File: config.mk
export PLATFORM = sky130hd
export DESIGN_NAME = gauss_kernel5_flat
export DESIGN_NICKNAME = d
export VERILOG_FILES = /design/src/rtl/gauss_kernel5_pkg.sv /design/src/rtl/gauss_kernel5_if.sv /design/src/rtl/gauss_kernel5_binom5.sv /design/src/rtl/gauss_kernel5.sv /design/src/flat_wrapper.sv
export SDC_FILE = /design/constraint.sdc
export NUM_CORES = 1
export LEC_CHECK = 0
export CORE_MARGIN = 2
export CORE_UTILIZATION = 50
export CTS_BUF_LIST = sky130_fd_sc_hd__clkbuf_4 sky130_fd_sc_hd__clkbuf_8 sky130_fd_sc_hd__clkbuf_16
export DETAILED_ROUTE_END_ITERATION = 8
export PLACE_DENSITY = 0.69
export SYNTH_ARGS = -nofsm -noshare
export SYNTH_HDL_FRONTEND = slang
export SYNTH_HIERARCHICAL = 1
export SYNTH_SLANG_ARGS = --single-unit
File: constraint.sdc
create_clock -name clk -period 21.7 [get_ports clk]
set_clock_uncertainty 0.1 [all_clocks]
set_input_delay 3.255 -clock clk [delete_from_list [all_inputs] [get_ports clk]]
set_output_delay 3.255 -clock clk [all_outputs]
set_load 0.05 [all_outputs]
File: src/rtl/gauss_kernel5_pkg.sv
// Shared constants and FSM state type for the 5x5 binomial Gaussian kernel.
// Rounding mode is selected elsewhere by GAUSS_KERNEL_ROUND_EN.
package gauss_kernel5_pkg;
   localparam int unsigned COLS_DEF  = 640;
   localparam int unsigned COL_W_DEF = 13;
   localparam int unsigned PIX_W_DEF = 8;
   localparam int unsigned V_W       = 12;
   localparam int unsigned H_W       = 16;
   localparam int unsigned NCH       = 3;
   localparam int unsigned FLUSH_CNT = 2;
   localparam int unsigned W_EDGE    = 1;
   localparam int unsigned W_MID     = 4;
   localparam int unsigned W_CTR     = 6;

   typedef enum logic [1:0] {IDLE, FILL, RUN, FLUSH} state_e;
endpackage

File: src/rtl/gauss_kernel5_if.sv
// Column-tap input and filtered-pixel output bundle of gauss_kernel5.
interface gauss_kernel5_if #(
   parameter int unsigned COL_W = 13,
   parameter int unsigned PIX_W = 8
);
   logic               in_valid;
   logic [COL_W-1:0]   col;
   logic               filt_sel;
   logic [5*PIX_W-1:0] tap_r;
   logic [5*PIX_W-1:0] tap_g;
   logic [5*PIX_W-1:0] tap_b;
   logic               out_valid;
   logic [COL_W-1:0]   out_col;
   logic [PIX_W-1:0]   out_r;
   logic [PIX_W-1:0]   out_g;
   logic [PIX_W-1:0]   out_b;
   logic               err;

   modport master (
      output in_valid, col, filt_sel, tap_r, tap_g, tap_b,
      input  out_valid, out_col, out_r, out_g, out_b, err
   );
   modport slave (
      input  in_valid, col, filt_sel, tap_r, tap_g, tap_b,
      output out_valid, out_col, out_r, out_g, out_b, err
   );
endinterface

File: src/rtl/gauss_kernel5_binom5.sv
// Combinational 1-4-6-4-1 weighted sum of five IN_W-bit samples, shift-add only.
module gauss_binom5 #(
   parameter int unsigned IN_W = 8
) (
   input  logic [5*IN_W-1:0] x,
   output logic [IN_W+3:0]   y
);
   localparam int unsigned OW = IN_W + 4;

   logic [OW-1:0] e [5];

   always_comb begin
      for (int unsigned i = 0; i < 5; i++) begin
         e[i] = OW'(x[i*IN_W +: IN_W]);
      end
      y = e[0] + e[4] + ((e[1] + e[3]) << 2) + (e[2] << 2) + (e[2] << 1);
   end
endmodule

File: src/rtl/gauss_kernel5.sv
// Separable 5x5 binomial Gaussian on RGB column taps with edge replication.
// GAUSS_KERNEL_ROUND_EN selects round-half-up; otherwise the result is truncated.
module gauss_kernel5
   import gauss_kernel5_pkg::*;
#(
   parameter int unsigned COLS  = COLS_DEF,
   parameter int unsigned COL_W = COL_W_DEF,
   parameter int unsigned PIX_W = PIX_W_DEF
) (
   input logic            clk,
   input logic            rst_n,
   gauss_kernel5_if.slave bus
);
   localparam int unsigned VW  = PIX_W + 4;
   localparam int unsigned HW  = VW + 4;
   localparam int unsigned HW1 = HW + 1;
   localparam logic [COL_W-1:0] LAST_COL  = COL_W'(COLS - 1);
   localparam logic [COL_W-1:0] FLUSH_COL = COL_W'(COLS - FLUSH_CNT);
   localparam logic [HW:0]      PIX_MAX   = HW1'((1 << PIX_W) - 1);
`ifdef GAUSS_KERNEL_ROUND_EN
   localparam logic [HW:0]      RND       = HW1'(1 << (HW - PIX_W - 1));
`else
   localparam logic [HW:0]      RND       = '0;
`endif

   logic [NCH-1:0][5*PIX_W-1:0]    taps;
   logic [NCH-1:0][VW-1:0]         v_c, v_d, v_q;
   logic [NCH-1:0][PIX_W-1:0]      raw_d, raw_q;
   logic                           s1_valid_d, s1_valid_q;
   logic [COL_W-1:0]               s1_col_d, s1_col_q;
   state_e                         state_d, state_q;
   logic [COL_W-1:0]               prev_d, prev_q;
   logic                           fcnt_d, fcnt_q;
   logic [NCH-1:0][4:0][VW-1:0]    w_d, w_q;
   logic [NCH-1:0][4:0][PIX_W-1:0] rw_d, rw_q;
   logic [NCH-1:0][HW-1:0]         h_c, h_d, h_q;
   logic [NCH-1:0][PIX_W-1:0]      rc_d, rc_q;
   logic                           s2_valid_d, s2_valid_q;
   logic [COL_W-1:0]               s2_col_d, s2_col_q;
   logic                           load, shift, flush_shift;
   logic                           err_d, err_q;
   logic [NCH-1:0][HW:0]           sum_c, div_c;
   logic                           out_valid_d, out_valid_q;
   logic [COL_W-1:0]               out_col_d, out_col_q;
   logic [NCH-1:0][PIX_W-1:0]      out_pix_d, out_pix_q;

   assign taps = {bus.tap_b, bus.tap_g, bus.tap_r};

   // Horizontal sum sees the post-shift window so S2 adds no extra cycle.
   for (genvar ch = 0; ch < NCH; ch++) begin : g_ch
      gauss_binom5 #(.IN_W(PIX_W)) u_vert (.x(taps[ch]), .y(v_c[ch]));
      gauss_binom5 #(.IN_W(VW))    u_horz (.x(w_d[ch]),  .y(h_c[ch]));
   end

   always_comb begin
      s1_valid_d = bus.in_valid;
      s1_col_d   = bus.col;
      v_d        = v_c;
      for (int unsigned ch = 0; ch < NCH; ch++) begin
         raw_d[ch] = taps[ch][2*PIX_W +: PIX_W];
      end
   end

   always_comb begin
      state_d     = state_q;
      prev_d      = prev_q;
      fcnt_d      = fcnt_q;
      err_d       = err_q;
      s2_valid_d  = 1'b0;
      s2_col_d    = s2_col_q;
      load        = 1'b0;
      shift       = 1'b0;
      flush_shift = 1'b0;
      case (state_q)
         IDLE: begin
            if (s1_valid_q && s1_col_q == '0) begin
               load    = 1'b1;
               prev_d  = '0;
               state_d = FILL;
            end
         end
         FILL, RUN: begin
            if (s1_valid_q) begin
               if (s1_col_q == prev_q + 1'b1) begin
                  shift  = 1'b1;
                  prev_d = s1_col_q;
                  if (state_q == FILL) begin
                     state_d = RUN;
                  end else begin
                     s2_valid_d = 1'b1;
                     s2_col_d   = s1_col_q - COL_W'(2);
                     if (s1_col_q == LAST_COL) begin
                        state_d = FLUSH;
                        fcnt_d  = 1'b0;
                     end
                  end
               end else begin
                  err_d = 1'b1;
                  if (s1_col_q == '0) begin
                     load    = 1'b1;
                     prev_d  = '0;
                     state_d = FILL;
                  end else begin
                     state_d = IDLE;
                  end
               end
            end
         end
         FLUSH: begin
            flush_shift = 1'b1;
            s2_valid_d  = 1'b1;
            s2_col_d    = FLUSH_COL + COL_W'(fcnt_q);
            fcnt_d      = fcnt_q + 1'b1;
            if (s1_valid_q) err_d = 1'b1;
            if (fcnt_q == 1'(FLUSH_CNT - 1)) state_d = IDLE;
         end
         default: state_d = IDLE;
      endcase

      w_d  = w_q;
      rw_d = rw_q;
      for (int unsigned ch = 0; ch < NCH; ch++) begin
         if (load) begin
            w_d[ch]  = {5{v_q[ch]}};
            rw_d[ch] = {5{raw_q[ch]}};
         end else if (shift) begin
            w_d[ch]  = {v_q[ch], w_q[ch][4:1]};
            rw_d[ch] = {raw_q[ch], rw_q[ch][4:1]};
         end else if (flush_shift) begin
            w_d[ch]  = {w_q[ch][4], w_q[ch][4:1]};
            rw_d[ch] = {rw_q[ch][4], rw_q[ch][4:1]};
         end
         rc_d[ch] = rw_d[ch][2];
      end
      h_d = h_c;
   end

   always_comb begin
      out_valid_d = s2_valid_q;
      out_col_d   = out_col_q;
      out_pix_d   = out_pix_q;
      sum_c       = '0;
      div_c       = '0;
      for (int unsigned ch = 0; ch < NCH; ch++) begin
         sum_c[ch] = {1'b0, h_q[ch]} + RND;
         div_c[ch] = sum_c[ch] >> (HW - PIX_W);
      end
      if (s2_valid_q) begin
         out_col_d = s2_col_q;
         for (int unsigned ch = 0; ch < NCH; ch++) begin
            if (!bus.filt_sel)            out_pix_d[ch] = rc_q[ch];
            else if (div_c[ch] > PIX_MAX) out_pix_d[ch] = '1;
            else                          out_pix_d[ch] = div_c[ch][PIX_W-1:0];
         end
      end
   end

   always_ff @(posedge clk or negedge rst_n) begin
      if (!rst_n) begin
         s1_valid_q  <= 1'b0;
         s1_col_q    <= '0;
         v_q         <= '0;
         raw_q       <= '0;
         state_q     <= IDLE;
         prev_q      <= '0;
         fcnt_q      <= 1'b0;
         w_q         <= '0;
         rw_q        <= '0;
         h_q         <= '0;
         rc_q        <= '0;
         s2_valid_q  <= 1'b0;
         s2_col_q    <= '0;
         err_q       <= 1'b0;
         out_valid_q <= 1'b0;
         out_col_q   <= '0;
         out_pix_q   <= '0;
      end else begin
         s1_valid_q  <= s1_valid_d;
         s1_col_q    <= s1_col_d;
         v_q         <= v_d;
         raw_q       <= raw_d;
         state_q     <= state_d;
         prev_q      <= prev_d;
         fcnt_q      <= fcnt_d;
         w_q         <= w_d;
         rw_q        <= rw_d;
         h_q         <= h_d;
         rc_q        <= rc_d;
         s2_valid_q  <= s2_valid_d;
         s2_col_q    <= s2_col_d;
         err_q       <= err_d;
         out_valid_q <= out_valid_d;
         out_col_q   <= out_col_d;
         out_pix_q   <= out_pix_d;
      end
   end

   assign bus.out_valid = out_valid_q;
   assign bus.out_col   = out_col_q;
   assign bus.out_r     = out_pix_q[0];
   assign bus.out_g     = out_pix_q[1];
   assign bus.out_b     = out_pix_q[2];
   assign bus.err       = err_q;
endmodule
File: src/flat_wrapper.sv
// flat-port wrapper written by rule: the top's interface ports become plain ports
module gauss_kernel5_flat import gauss_kernel5_pkg::*;
#(
   parameter int unsigned COLS  = COLS_DEF,
   parameter int unsigned COL_W = COL_W_DEF,
   parameter int unsigned PIX_W = PIX_W_DEF
)
  (clk, rst_n, bus_in_valid, bus_col, bus_filt_sel, bus_tap_r, bus_tap_g, bus_tap_b, bus_out_valid, bus_out_col, bus_out_r, bus_out_g, bus_out_b, bus_err);
  gauss_kernel5_if #(.COL_W(COL_W), .PIX_W(PIX_W)) bus_i ();
  input logic clk;
  input logic rst_n;
  input wire logic [$bits(bus_i.in_valid)-1:0] bus_in_valid;
  input wire logic [$bits(bus_i.col)-1:0] bus_col;
  input wire logic [$bits(bus_i.filt_sel)-1:0] bus_filt_sel;
  input wire logic [$bits(bus_i.tap_r)-1:0] bus_tap_r;
  input wire logic [$bits(bus_i.tap_g)-1:0] bus_tap_g;
  input wire logic [$bits(bus_i.tap_b)-1:0] bus_tap_b;
  output wire logic [$bits(bus_i.out_valid)-1:0] bus_out_valid;
  output wire logic [$bits(bus_i.out_col)-1:0] bus_out_col;
  output wire logic [$bits(bus_i.out_r)-1:0] bus_out_r;
  output wire logic [$bits(bus_i.out_g)-1:0] bus_out_g;
  output wire logic [$bits(bus_i.out_b)-1:0] bus_out_b;
  output wire logic [$bits(bus_i.err)-1:0] bus_err;
  assign bus_i.in_valid = bus_in_valid;
  assign bus_i.col = bus_col;
  assign bus_i.filt_sel = bus_filt_sel;
  assign bus_i.tap_r = bus_tap_r;
  assign bus_i.tap_g = bus_tap_g;
  assign bus_i.tap_b = bus_tap_b;
  assign bus_out_valid = bus_i.out_valid;
  assign bus_out_col = bus_i.out_col;
  assign bus_out_r = bus_i.out_r;
  assign bus_out_g = bus_i.out_g;
  assign bus_out_b = bus_i.out_b;
  assign bus_err = bus_i.err;
  gauss_kernel5 #(.COLS(COLS), .COL_W(COL_W), .PIX_W(PIX_W)) u_core (.clk(clk), .rst_n(rst_n), .bus(bus_i));
endmodule
==> impl_metrics.yaml, run 1 <==
pwr:
  vdd_drop_max_v: 0.0000724
  leakagePower_uw: 0.0157
  switching_share: 0.293
  power_frac_comb: 0.245
  intPower_uw: 1570
  pwr-share-seq: 0.396
  powerDensity_nw_per_um2: 72.7
  pwr-share-clk: 0.359
  power.switching_uw: 652
critical_path:
  slowest_stage: "buf_4"
  worstSetupStartpointType: "flop"
  worstPathBufferInverterCount: 4
  cp.required_ns: 22.05
  cp_max_fo: 55
  cp-end-kind: "flop"
  crit_path_max_incr_delay_ns: 0.84
  cp_data_arrival_time_ns: 9.13
  critical-path-top-delay-family: "adder cells"
  critical_path_class: "reg -> reg"
grt:
  antenna_found_initial: 1
  grt_max_degree: 181
  grt_overflow: 0
  grt_pass1_vias: 18924
  grtUsageTotal: 0.217
  grt_pass1_wl_mm: 95.9
routing:
  viasPerCell: 5.51
  route.detailed.drc: 0
  vias: 18030
  drt_iter0_drc: 1029
  dr.pass1.iters: 5
  routedWlPerCell_um: 17.7
  wl_mm: 57.9
  ant_nets: 0
placement:
  dpl_worst_slack_ns: 12.93
  io_buffers: 175
  dp_hpwl_mm: 42.5
  dpl_cell_area_um2: 29000
  place_congestion: 0.852
timing:
  setup_violations: 0
  setup_tns_ns: 0
  rsz0062_at_grt: "false"
  drv_slew: 0
  layout_min_cycle_time_ns: 8.78
  setup_ws_ns: 12.92
  hold_slack_ns: 0.397
  hold_viol: 0
  fmax_mhz: 114
  finalCritPeriodShare: 0.405
  worst_pin_slew_ns: 1.21
  max-slew-margin-rel: 0.191
layout:
  fin_area_um2: 30500
  synthToLayoutAreaGrowth_pct: 14.9
  fin_util: 0.581
  num_antenna_cells: 0
  final_nets: 3028
  drive_gt1_frac: 0.0844
  n_fill_cell: 4393
outcome:
  status: "completed"
synthesis:
  syn_area_um2: 26600
  synth.avg_cell_area_um2: 11.0
  syn_nets: 2888
  synthCells: 2409
  yosysWarningCount: 6
clocking:
  clockRootBuffer: "clkbuf_16"
  cts_max_level: 2
  holdBufCountCts: 0
  clock_sinks: 419
  cts_tree: "done"
  clk_latency_ns: 0.59
  clockBufferDepth: 3
  post_cts_buffers: 0
  path_clk_slew_ns: 0.06
  cts_buffers: 46
  cts-resized-gates: 0
die:
  rows: 84
  core_area_um2: 52600
  start_util: 0.506
  ios: 176
  die_area_um2: 55000
  die_x_um: 235
  die_h_um: 235
hold_path:
  hold_path.class: "reg -> reg"
run:
  drv_cap: 0
## worst register-to-register path: stages, from the launching register on
cell and delay [ns]:
dfrtp_1 0.43, ha_1 0.26, nand4_1 0.18, o221a_2 0.32, a311oi_1 0.36, a21oi_1 0.17
a31oi_4 0.25, buf_4 0.64, buf_4 0.88, mux2i_1 0.29, a21oi_1 0.12, ha_1 0.37
a211oi_1 0.25, o21bai_1 0.13, a31o_2 0.29, o311ai_0 0.51, fa_1 0.54, fa_1 0.52
inv_1 0.06, fa_1 0.50, inv_1 0.04, ha_1 0.46, nand4_1 0.18, a211oi_2 0.19
mux2i_1 0.10, or4_1 0.51
## cell type report
type	instances	area, um^2	area share
Clock buffer	68	1390	0.0456
Clock inverter	15	171	0.00561
Inverter	292	1100	0.0359
Multi-Input combinational cell	1604	14700	0.480
Sequential cell	419	10500	0.343
Tap cell	688	861	0.0282
Timing Repair Buffer	186	1870	0.0613
## power groups by stage
stage               clock (uW)  sequential, uW  combinational, uW
finish                     797             879                544
global route               850             884                628
CTS                        818             879                552
detailed placement           0             892                544
global placement             0             892                536
floorplan                    0             872                406
## path summary, 6_finish.rpt
check,end,start,depth (start not counted),slack (ns)
max in group asynchronous,u_core/w_q[106],rst_n,3,16.41
setup / recovery,u_core/h_q[31],u_core/prev_q[0],25,12.92
hold reg to reg,u_core/rw_q[38],u_core/rw_q[38],1,0.40
hold / removal,u_core/rw_q[38],u_core/rw_q[38],1,0.40
setup reg to reg,u_core/h_q[31],u_core/prev_q[0],25,12.92
min in group asynchronous,u_core/bus.out_col[9],rst_n,1,2.63
## per-layer routing
metal / wire length (um) / vias to the layer above / track usage / share of wire
li1: - / 8594 / - / -
met1: 26400 / 8991 / 0.299 / 0.46
met2: 27500 / 350 / 0.359 / 0.48
met3: 2570 / 93 / 0.0356 / 0.044
met4: 1320 / 2 / 0.0576 / 0.023
met5: 8 / - / 0 / 0.00014
## state kept, by name (all words and copies together), names as in the netlist
| register | count |
|---|---|
| u_core/bus.err | 1 |
| u_core/bus.out_b | 8 |
| u_core/bus.out_col | 13 |
| u_core/bus.out_g | 8 |
| u_core/bus.out_r | 8 |
| u_core/bus.out_valid | 1 |
| u_core/fcnt_q | 1 |
| u_core/h_q | 24 |
| u_core/out_valid_d | 1 |
| u_core/prev_q | 13 |
| u_core/raw_q | 24 |
| u_core/rc_q | 24 |
| u_core/rw_q | 48 |
| u_core/s1_col_q | 13 |
| u_core/s1_valid_q | 1 |
| u_core/s2_col_q | 13 |
| u_core/state_q | 2 |
| u_core/v_q | 36 |
| u_core/w_q | 180 |
## cells in the final DEF (no fill, tap or decap), types with 26 or more instances in the layout
| cell | instances |
|---|---|
| clkbuf_16 | 46 |
| xor2_1 | 26 |
| nor2b_1 | 72 |
| nand2_1 | 41 |
| fa_1 | 174 |
| ha_1 | 168 |
| dfrtp_1 | 418 |
| clkdlybuf4s50_1 | 173 |
| mux2_2 | 79 |
| inv_1 | 291 |
| o21ai_0 | 47 |
| mux2i_1 | 174 |
| a221o_1 | 50 |
| a21oi_1 | 229 |
| nor2_1 | 139 |
| xnor2_1 | 66 |
## per-stage QoR
stage,instances,total power [uW]
2_1_floorplan,2409,1280
3_3_place_gp,3189,1430
3_5_place_dp,3189,1440
4_1_cts,3272,2250
5_1_grt,3272,2360
6_report,3272,2220
(Power assumes the default switching activity.)
==> inputs of run 2 (changes only) <==
Settings changed: PLACE_DENSITY 0.69 to 0.72.
Clock period 21.7 ns to 7.9 ns, I/O delays scaled along.
==> impl_metrics.yaml, run 2 (synthesis results as in run 1) <==
timing:
  rsz0062_at_grt: "false"
  drv_slew: 0
  max-slew-margin-rel: 0.274
  setup_violations: 0
  worst_pin_slew_ns: 1.09
  finalCritPeriodShare: 0.952
  layout_min_cycle_time_ns: 7.52
  setup_tns_ns: 0
  hold_viol: 0
  fmax_mhz: 133
layout:
  top_regs: "u_core/w_q: 180 flops, u_core/rw_q: 48 flops, u_core/v_q: 36 flops"
  fin_area_um2: 31000
  synthToLayoutAreaGrowth_pct: 16.5
  drive_gt1_frac: 0.0972
  regMostFlops: "u_core/w_q"
  layout.cells.most_common_list: "418 x dfrtp_1, 291 x inv_1, 227 x a21oi_1"
  n_fill_cell: 4280
  final_nets: 3054
  final_common_cell: "dfrtp_1"
  largest_reg_flops: 180
  instances_no_fill: 3300
  num_antenna_cells: 0
grt:
  antenna_found_initial: 0
  grt_pass1_wl_mm: 99.8
  grt_pass1_vias: 19294
  grtUsageTotal: 0.226
  grt_overflow: 0
  grt_max_degree: 177
critical_path:
  reg2reg_to: "u_core/h_q[47]"
  critical_path_class: "reg -> reg"
  cp.required_ns: 8.23
  crit_path_max_incr_delay_ns: 0.54
  reg2reg_slack_ns: 0.38
  cp-end-kind: "flop"
  r2r_start: "u_core/prev_q[0]"
  path_common_cell: "fa_1"
  cp_data_arrival_time_ns: 7.86
  cp_max_fo: 40
  r2r_cells: 25
  slowest_stage: "fa_1"
  worstSetupStartpointType: "flop"
placement:
  place_congestion: 0.904
  dp_hpwl_mm: 45.1
  dpl_cell_area_um2: 29100
  io_buffers: 175
  dp_cells: 3209
clocking:
  path_clk_slew_ns: 0.07
  holdBufCountCts: 0
  clockRootBuffer: "clkbuf_16"
  cts_max_level: 2
  cts_buffers: 47
  cts_tree: "done"
  clk_latency_ns: 0.59
  clockBufferDepth: 3
  clock_sinks: 419
routing:
  vias: 18378
  viasPerCell: 5.57
  ant_nets: 0
  dr.pass1.iters: 7
  wl_mm: 61.0
  route.detailed.drc: 0
  routedWlPerCell_um: 18.5
  drt_iter0_drc: 1080
hold_path:
  hold_depth: 1
  whs_endpoint: "u_core/rw_q[73]"
  worstHoldStart: "u_core/rw_q[73]"
  hold_path.class: "reg -> reg"
die:
  ios: 176
  die_x_um: 235
  rows: 84
  core_area_um2: 52600
  die_area_um2: 55000
  die_h_um: 235
  start_util: 0.506
pwr:
  leakagePower_uw: 0.0160
  vdd_drop_max_v: 0.000146
  powerDensity_nw_per_um2: 203
run:
  drv_cap: 0
outcome:
  status: "completed"
[run 2: changes by cell type in the layout (fill, tap and decap cells not counted), sizes merged]
cell | before | now
inv | 293 | 296
clkbuf | 68 | 62
clkinv | 10 | 13
buf | 13 | 35
bufinv | 3 | 6
clkinvlp | 1 | 4
[run 2: stage by stage]
step	setup WS, ns	power, uW	hold slack (ns)	utilization
6_report	0.377	6300	0.396	0.590
5_1_grt	0.0132	6660	0.405	0.590
4_1_cts	0.0325	6370	0.399	0.586
3_5_place_dp	0.144	4000	0.384	0.555
3_3_place_gp	0.333	3980	0.378	0.555
2_1_floorplan	0.715	3510	0.252	-
[run 2: how the worst max path moves through the flow]
stage,start,to,slack [ns]
5_1_grt,u_core/prev_q[0],u_core/h_q[47],0.01
3_3_place_gp,u_core/prev_q[0],u_core/h_q[31],0.33
2_1_floorplan,u_core/prev_q[0],u_core/h_q[47],0.71
4_1_cts,u_core/prev_q[0],u_core/h_q[47],0.03
6_report,u_core/prev_q[0],u_core/h_q[47],0.38
3_5_place_dp,u_core/prev_q[0],u_core/h_q[47],0.14
[run 2: repair_timing]
item / CTS / global route
resized for setup: 0 / 21
endpoints found under the setup margin: 0 / 15
buffers inserted: 0 / 2
[run 2: critical path: cells and delay by family (launching register included)]
family / cells / cell delay (ns)
compound gates: 10 / 2.47
simple gates: 3 / 0.88
mux: 2 / 0.37
fa+ha+maj: 6 / 2.45
flops: 1 / 0.43
buf+inv: 4 / 0.64
[run 2: power by group]
part / switching (uW) / internal (uW) / total, uW
Combinational: 863 / 697 / 1560
Clock: 923 / 1400 / 2320
Sequential: 110 / 2310 / 2420
[run 2: layout make-up]
type | instances | area (um^2) | share of cell area
clock inverters | 27 | 337 | 0.0109
multi-input cells | 1604 | 14700 | 0.474
flip-flops and latches | 419 | 10500 | 0.338
clock buffers | 59 | 1330 | 0.0428
repair buffers | 211 | 2180 | 0.0705
well taps | 688 | 861 | 0.0278
inverters | 292 | 1100 | 0.0354
[run 2: routing by layer]
layer,wire length (um),vias up,GRT usage
li1,-,8654,-
met2,29500,390,0.383
met5,0,-,0
met1,27600,9250,0.309
met4,1160,0,0.0501
met3,2690,84,0.0344
